==> src/rtl/rf_rport_arb_if.sv <==
// Signal bundle between the regfile read-port-1 arbiter and its neighbours (id, debug, regfile, ctrl).
// The slave modport is the arbiter; the master modport is everything around it.
interface rf_rport_arb_if;
    logic        id_read_i;
    logic [4:0]  id_addr_i;
    logic [31:0] id_data_o;
    logic        dbg_req_i;
    logic [4:0]  dbg_addr_i;
    logic        dbg_ack_o;
    logic [31:0] dbg_data_o;
    logic        dbg_busy_o;
    logic        rf_re_o;
    logic [4:0]  rf_addr_o;
    logic [31:0] rf_data_i;
    logic        stall_req_o;

    modport slave (
        input  id_read_i, id_addr_i, dbg_req_i, dbg_addr_i, rf_data_i,
        output id_data_o, dbg_ack_o, dbg_data_o, dbg_busy_o, rf_re_o, rf_addr_o, stall_req_o
    );

    modport master (
        output id_read_i, id_addr_i, dbg_req_i, dbg_addr_i, rf_data_i,
        input  id_data_o, dbg_ack_o, dbg_data_o, dbg_busy_o, rf_re_o, rf_addr_o, stall_req_o
    );
endinterface

==> src/rtl/rf_rport_arb.sv <==
// Regfile read port 1 arbiter: decode has priority, debug reads fill idle slots or force a one-cycle stall.
// Latency: decode path combinational; debug ack 2 cycles after request best case, STARVE_MAX+2 worst case.
// Backpressure: debug waits at most STARVE_MAX busy-decode cycles, then stalls the pipeline via ctrl for one cycle.
module rf_rport_arb #(
    parameter int unsigned STARVE_MAX = 8
) (
    input logic         clk,
    input logic         rst,
    rf_rport_arb_if.slave port
);

    localparam logic [3:0] WAIT_LAST = 4'(STARVE_MAX - 1);

    typedef enum logic [1:0] {
        IDLE  = 2'd0,
        PEND  = 2'd1,
        STALL = 2'd2,
        DONE  = 2'd3
    } state_t;

    state_t      state;
    logic [4:0]  dbg_addr_q;
    logic [3:0]  wait_cnt;
    logic [31:0] dbg_data_q;
    logic        dbg_ack_q;
    logic        dbg_own;

    // Debug takes the port in a free PEND slot or unconditionally in STALL.
    always_comb begin
        dbg_own = (state == STALL) || ((state == PEND) && !port.id_read_i);
    end

    always_ff @(posedge clk or negedge rst) begin
        if (!rst) begin
            state      <= IDLE;
            dbg_addr_q <= 5'd0;
            wait_cnt   <= 4'd0;
            dbg_data_q <= 32'd0;
            dbg_ack_q  <= 1'b0;
        end else begin
            dbg_ack_q <= 1'b0;
            case (state)
                IDLE: begin
                    if (port.dbg_req_i) begin
                        dbg_addr_q <= port.dbg_addr_i;
                        wait_cnt   <= 4'd0;
                        state      <= PEND;
                    end
                end
                PEND: begin
                    if (!port.id_read_i) begin
                        dbg_data_q <= port.rf_data_i;
                        dbg_ack_q  <= 1'b1;
                        state      <= DONE;
                    end else if (wait_cnt == WAIT_LAST) begin
                        state <= STALL;
                    end else begin
                        wait_cnt <= wait_cnt + 4'd1;
                    end
                end
                STALL: begin
                    dbg_data_q <= port.rf_data_i;
                    dbg_ack_q  <= 1'b1;
                    state      <= DONE;
                end
                DONE: begin
                    state <= IDLE;
                end
                default: begin
                    state <= IDLE;
                end
            endcase
        end
    end

    assign port.dbg_ack_o   = dbg_ack_q;
    assign port.dbg_data_o  = dbg_data_q;
    assign port.dbg_busy_o  = (state != IDLE);
    assign port.stall_req_o = (state == STALL);

    // Decode sees zero data whenever debug holds the port; ctrl makes id re-read after a stall.
    assign port.rf_re_o   = dbg_own ? 1'b1 : port.id_read_i;
    assign port.rf_addr_o = dbg_own ? dbg_addr_q : (port.id_read_i ? port.id_addr_i : 5'd0);
    assign port.id_data_o = (!dbg_own && port.id_read_i) ? port.rf_data_i : 32'd0;

endmodule

==> src/flat_wrapper.sv <==
// flat-port wrapper written by rule: the top's interface ports become plain ports
module rf_rport_arb_flat 
#(
    parameter int unsigned STARVE_MAX = 8
)
  (clk, rst, port_id_read_i, port_id_addr_i, port_dbg_req_i, port_dbg_addr_i, port_rf_data_i, port_id_data_o, port_dbg_ack_o, port_dbg_data_o, port_dbg_busy_o, port_rf_re_o, port_rf_addr_o, port_stall_req_o);
  rf_rport_arb_if port_i ();
  input logic clk;
  input logic rst;
  input wire logic [$bits(port_i.id_read_i)-1:0] port_id_read_i;
  input wire logic [$bits(port_i.id_addr_i)-1:0] port_id_addr_i;
  input wire logic [$bits(port_i.dbg_req_i)-1:0] port_dbg_req_i;
  input wire logic [$bits(port_i.dbg_addr_i)-1:0] port_dbg_addr_i;
  input wire logic [$bits(port_i.rf_data_i)-1:0] port_rf_data_i;
  output wire logic [$bits(port_i.id_data_o)-1:0] port_id_data_o;
  output wire logic [$bits(port_i.dbg_ack_o)-1:0] port_dbg_ack_o;
  output wire logic [$bits(port_i.dbg_data_o)-1:0] port_dbg_data_o;
  output wire logic [$bits(port_i.dbg_busy_o)-1:0] port_dbg_busy_o;
  output wire logic [$bits(port_i.rf_re_o)-1:0] port_rf_re_o;
  output wire logic [$bits(port_i.rf_addr_o)-1:0] port_rf_addr_o;
  output wire logic [$bits(port_i.stall_req_o)-1:0] port_stall_req_o;
  assign port_i.id_read_i = port_id_read_i;
  assign port_i.id_addr_i = port_id_addr_i;
  assign port_i.dbg_req_i = port_dbg_req_i;
  assign port_i.dbg_addr_i = port_dbg_addr_i;
  assign port_i.rf_data_i = port_rf_data_i;
  assign port_id_data_o = port_i.id_data_o;
  assign port_dbg_ack_o = port_i.dbg_ack_o;
  assign port_dbg_data_o = port_i.dbg_data_o;
  assign port_dbg_busy_o = port_i.dbg_busy_o;
  assign port_rf_re_o = port_i.rf_re_o;
  assign port_rf_addr_o = port_i.rf_addr_o;
  assign port_stall_req_o = port_i.stall_req_o;
  rf_rport_arb #(.STARVE_MAX(STARVE_MAX)) u_core (.clk(clk), .rst(rst), .port(port_i));
endmodule
==> config.mk <==
export PLATFORM = sky130hd
export DESIGN_NAME = rf_rport_arb_flat
export DESIGN_NICKNAME = d
export VERILOG_FILES = /design/src/rtl/rf_rport_arb_if.sv /design/src/rtl/rf_rport_arb.sv /design/src/flat_wrapper.sv
export SDC_FILE = /design/constraint.sdc
export NUM_CORES = 1
export LEC_CHECK = 0
export BUFFER_PORTS_ARGS = -buffer_cell sky130_fd_sc_hd__buf_4
export CAP_MARGIN = 0
export CORE_MARGIN = 3
export CORE_UTILIZATION = 47
export DETAILED_ROUTE_END_ITERATION = 10
export PLACE_DENSITY_LB_ADDON = 0.12
export SYNTH_ARGS = -nofsm -noshare
export SYNTH_HDL_FRONTEND = slang
export SYNTH_SLANG_ARGS = --single-unit
==> constraint.sdc <==
create_clock -name clk -period 2.8 [get_ports clk]
set_input_delay 0.28 -clock clk [delete_from_list [all_inputs] [get_ports clk]]
set_output_delay 0.28 -clock clk [all_outputs]
set_load 0.005 [all_outputs]
Word-level counts from Yosys, hierarchy flattened. Cells that the tools add are included.

Register bits after elaboration: 44. Input port bits: 46. Output and inout bits: 73. Logic and storage cells: 44.

$add $sub $neg: 1. Equal/unequal tests: 9. Muxes and demuxes: 16. Reductions and logical operators: 13.

Operators with widths (number): 32-bit two-way mux (2); 32-bit one-hot mux with 2 select lines (1); 4-bit two-way mux (3); 5-bit two-way mux (2); 2-bit inequality test (second input constant) (4); 2-bit one-hot mux with 4 select lines (1); 4-bit one-hot mux with 2 select lines (1); 2-bit two-way mux (3); 2-bit AND reduction (3); 2-bit nonzero test (3); 4-bit by 1-bit adder with 4-bit output (second input constant) (1); 2-bit equality test (second input constant) (2); 4-bit by 3-bit equality test with 1-bit output (second input constant) (1); 4-bit AND reduction (1); 3-bit inequality test (second input constant) (1); 2-bit by 1-bit equality test with 1-bit output (second input constant) (1); 1-bit logical AND (2); 1-bit zero test (2); 2-bit zero test (1); 1-bit two-way mux (2); 1-bit one-hot mux with 2 select lines (1); 1-bit logical OR (1).

Logic depth before layout (Yosys ltp).
Depth after elaboration: 6. Mapped depth: 7. Mapped depth without buffers: 5.

Worst setup path after synthesis. Ideal clock, no wire load.

Kind: reg2out. From: reg u_core.state[1]. To: out port_rf_addr_o[0]. Data arrival time: 1367 ps. Data required time: 2520 ps. Setup slack: 1153 ps. Stages on the path, launching flop included: 8. Path buffers: 2. Cell sequence: dfrtp_1 inv_1 ha_1 buf_6 nor2b_4 or2_1 clkbuf_1 a22o_1.

Word-level cells in the longest chain between the ends: 4. Elaborated cells between the ends (all ways): 5. Classes of those cells: 2 x eq/ne; 1 x mux; 2 x reduce/logical.

RTL lines: start: declaration (line rf_rport_arb.sv:21) `state_t state;`; start signal: assignment (line rf_rport_arb.sv:35) `state <= IDLE;`; start signal: assignment (line rf_rport_arb.sv:47) `state <= PEND;`; start signal: assignment (line rf_rport_arb.sv:54) `state <= DONE;`; 2-bit by 1-bit equality test with 1-bit output (line rf_rport_arb.sv:30) `dbg_own = (state == STALL) || ((state == PEND) && !port.id_read_i);`; 1-bit logical AND (line rf_rport_arb.sv:30); 1-bit logical OR * (line rf_rport_arb.sv:30); 5-bit two-way mux * (line rf_rport_arb.sv:83) `assign port.rf_addr_o = dbg_own ? dbg_addr_q : (port.id_read_i ? port.id_addr_i : 5'd0);`; end: declaration (line flat_wrapper.sv:20) `output wire logic [$bits(port_i.rf_addr_o)-1:0] port_rf_addr_o;`.

Every way passes the cells marked *; elsewhere a longest branch is shown, timed or not.

Final worst setup path. Same ends and word-level chain as after synthesis.

==> results.md <==
- ANT nets after route: 0
- Startpoint types: flip-flop
- Pwr Density: 1050 nW/um2
- Post-synth top area cell: dfrtp_1
- Hold Vio Cnt, Final: 0
- Core ar.: 4170 um2
- Iteration-0 DRC Markers: 79
- DIE HEIGHT: 73.1 um
- Most frequent cells in the layout: buf_4, dfrtp_1, mux2_2, and2_1
- Most common cell after layout, fill and taps aside: buf_4
- WHS: between 0.2 and 0.25 ns
- Largest cells by area after synthesis: dfrtp_1, mux2_2, and2_1, ha_1, a22o_1
- Status: finished clean
- Cts repair resizes: 0
- Top-area cell type share of the netlist area: 52.0%
- Clk pin slew, worst setup/hold paths: roughly 0.080 ns
- Cts bufs inserted: 5
- Total GRT Usage: 19.0%
- Switching pwr: 1.07 mW
- Clock buffer depth: 2
- Sequential-to-total area share from yosys stat: about half
- Final setup margin: 0.543 ns
- Vias per cell: 5.10
- Least-Margin Pin Slew: 0.546 ns
- Overflow after GRT: 0
- CTS tree: done
- Rows: 23
- Clock root buffer: clkbuf_8
- Synth cell types: 31
- Worst skew pair latency: 0.29 ns
- Lkg Pwr: 1.56 nW
- CP max FO: 10
- # diodes: 0
- Relative slew slack: 63.6%
- Reg power frac: 34.6%
- Final setup TNS: 0 ns
- Hold Path Class: primary input to flip-flop
- Final period util: 80.6%
- Initial Utilization: 50.8%
- Critical Path RT: 2.52 ns
- Vias in the first global route: 1782
- Post-Synthesis Cells: between 150 and 200
- DR WL/cell: 15.1 um
- Layout Nets: 338
- FF+latch count, synth: 44
- Via count: 1720
- Clock power share: 11.2%
- Final WL: 5100 um
- Ports: 119
- DIE AREA: 5350 um2
- Syn_nets: 218
- # fillers: ~300
- Place WS: ~0.8 ns
- Largest net degree at the start of global routing: 45
- Initial antenna violation count: 0
- Crit Path Class: flip-flop to output port
- Crit path time final: 2.26 ns
- MaxCap Viol Count: 0
- Arrival time of the worst setup path: approximately 2.0 ns
- H-tree levels: 2
- Post-route DRC violation count: 0
- Number of setup violations in the final report: 0
- Internal power: around 2.2 mW
- Sw Share: 32.6%
- Max Freq: 443 MHz
- GP Congestion: approximately 0.77
- VDD IR max: 0.000905 V
- First-pass GRT wire length: 7940 um
- Mapped Avg Cell Area: 12.7 um2
- Die X-Extent: 73.1 um
- RSZ-0062 raised after global routing: false
- Ys Warns: 0
- Clk_skew: 0.00296 ns
- Clk sinks: 44
- Max Slew Vio Count: 0
- Gate power share: a little over half
- Share of layout cells above drive strength 1: around 60%
- Crit. End Element: output port
- Mapped cell area: 2120 um2
- Area Growth Syn to Fin: 47.5%
- # port buffers: 118
- DR pass1 iterations: 6
- Hpwl dp: 4020 um
[state kept, by name, indices dropped and copies added, names as in the netlist]
signal	count
u_core.port.dbg_data_o	32
u_core.dbg_addr_q	5
u_core.wait_cnt	4
u_core.state	2
u_core.port.dbg_ack_o	1
[worst max-delay path, stage by stage (launching register included)]
cell	delay, ns
dfrtp_1	0.40
inv_1	0.11
ha_1	0.39
nor2b_4	0.29
or2_1	0.24
a22o_1	0.17
buf_4	0.10
[power by group through the flow]
stage	clock network, mW	registers, mW	logic (mW)
final	0.365	1.13	1.77
after global routing	0.399	1.17	1.92
after CTS	0.373	1.13	1.80
after detailed placement	0	1.15	1.80
after global placement	0	1.13	1.75
after floorplan	0	1.14	0.990
[what timing repair did]
item,CTS,global route
hold endpoints to repair,44,0
setup buffers,0,0
hold buffers,1,0
[cells by family (layout without fill, tap and decap cells)]
kind of cell	Yosys count	count (layout)	share of synthesized area [%]
buf+inv	13	133	3.25
fa+ha+maj	5	5	2.95
simple gates	50	50	15.1
mux	40	40	21.1
compound gates	15	15	5.61
flops	44	44	52.0
[routing by layer]
| layer | GRT usage, % | share of wire (%) | up-vias |
|---|---|---|---|
| li1 | - | - | 814 |
| met1 | 21.2 | 37 | 829 |
| met2 | 35.0 | 53 | 75 |
| met3 | 5.79 | 10 | 2 |
| met4 | 4.71 | 0.20 | 0 |
| met5 | 0 | 0 | - |
[through the flow]
step / total power, mW / util (%) / instances / cell area [um2]
2_1_floorplan: 2.13 / - / 167 / 2120
3_3_place_gp: 2.88 / 72.8 / 329 / 3040
3_5_place_dp: 2.94 / 72.8 / 329 / 3040
4_1_cts: 3.31 / 74.9 / 337 / 3130
5_1_grt: 3.50 / 74.9 / 337 / 3130
6_report: 3.27 / 74.9 / 337 / 3130
[cell usage after synthesis]
cell and instances:
buf_2 1, o22a_1 2, nor3b_1 1, nor2b_4 1
or2_1 1, nand3_1 4, and3b_1 1, nor2b_1 1
o21ai_2 1, a22o_1 5, ha_1 5, mux2i_1 2
and2_1 33, nor3_1 1, or3_1 2, o211ai_2 1
or4_4 1, clkbuf_1 4, a31oi_1 1, nand3b_1 1
o211ai_1 2, buf_4 3, or2_2 1, nand2_1 2
mux2_1 2, mux2_2 36, o21ai_0 3, inv_2 1
buf_6 1, dfrtp_1 44, inv_1 3
[cell type report]
| cell class | count | area [um2] | share of cell area [%] |
|---|---|---|---|
| sequential | 44 | 1100 | 35.2 |
| multi-input combinational | 110 | 951 | 30.4 |
| timing repair buffer | 122 | 918 | 29.4 |
| clock buffer | 6 | 72.6 | 2.32 |
| tap | 50 | 62.6 | 2.00 |
| inverter | 4 | 15.0 | 0.480 |
| clock inverter | 1 | 5.00 | 0.160 |
[worst paths after layout]
check / start / end / slack [ns] / depth (start not counted)
max: u_core.state[1] / port_rf_addr_o[0] / 0.54 / 6
min: port_rf_data_i[31] / u_core.port.dbg_data_o[31] / 0.22 / 2
max reg2reg: u_core.state[1] / u_core.port.dbg_data_o[21] / 0.77 / 6
min reg2reg: u_core.port.dbg_data_o[25] / u_core.port.dbg_data_o[25] / 0.50 / 1
max in group asynchronous: rst / u_core.port.dbg_data_o[24] / 1.91 / 2
min in group asynchronous: rst / u_core.port.dbg_data_o[2] / 0.52 / 2
Power figures use the tool's default switching activity.
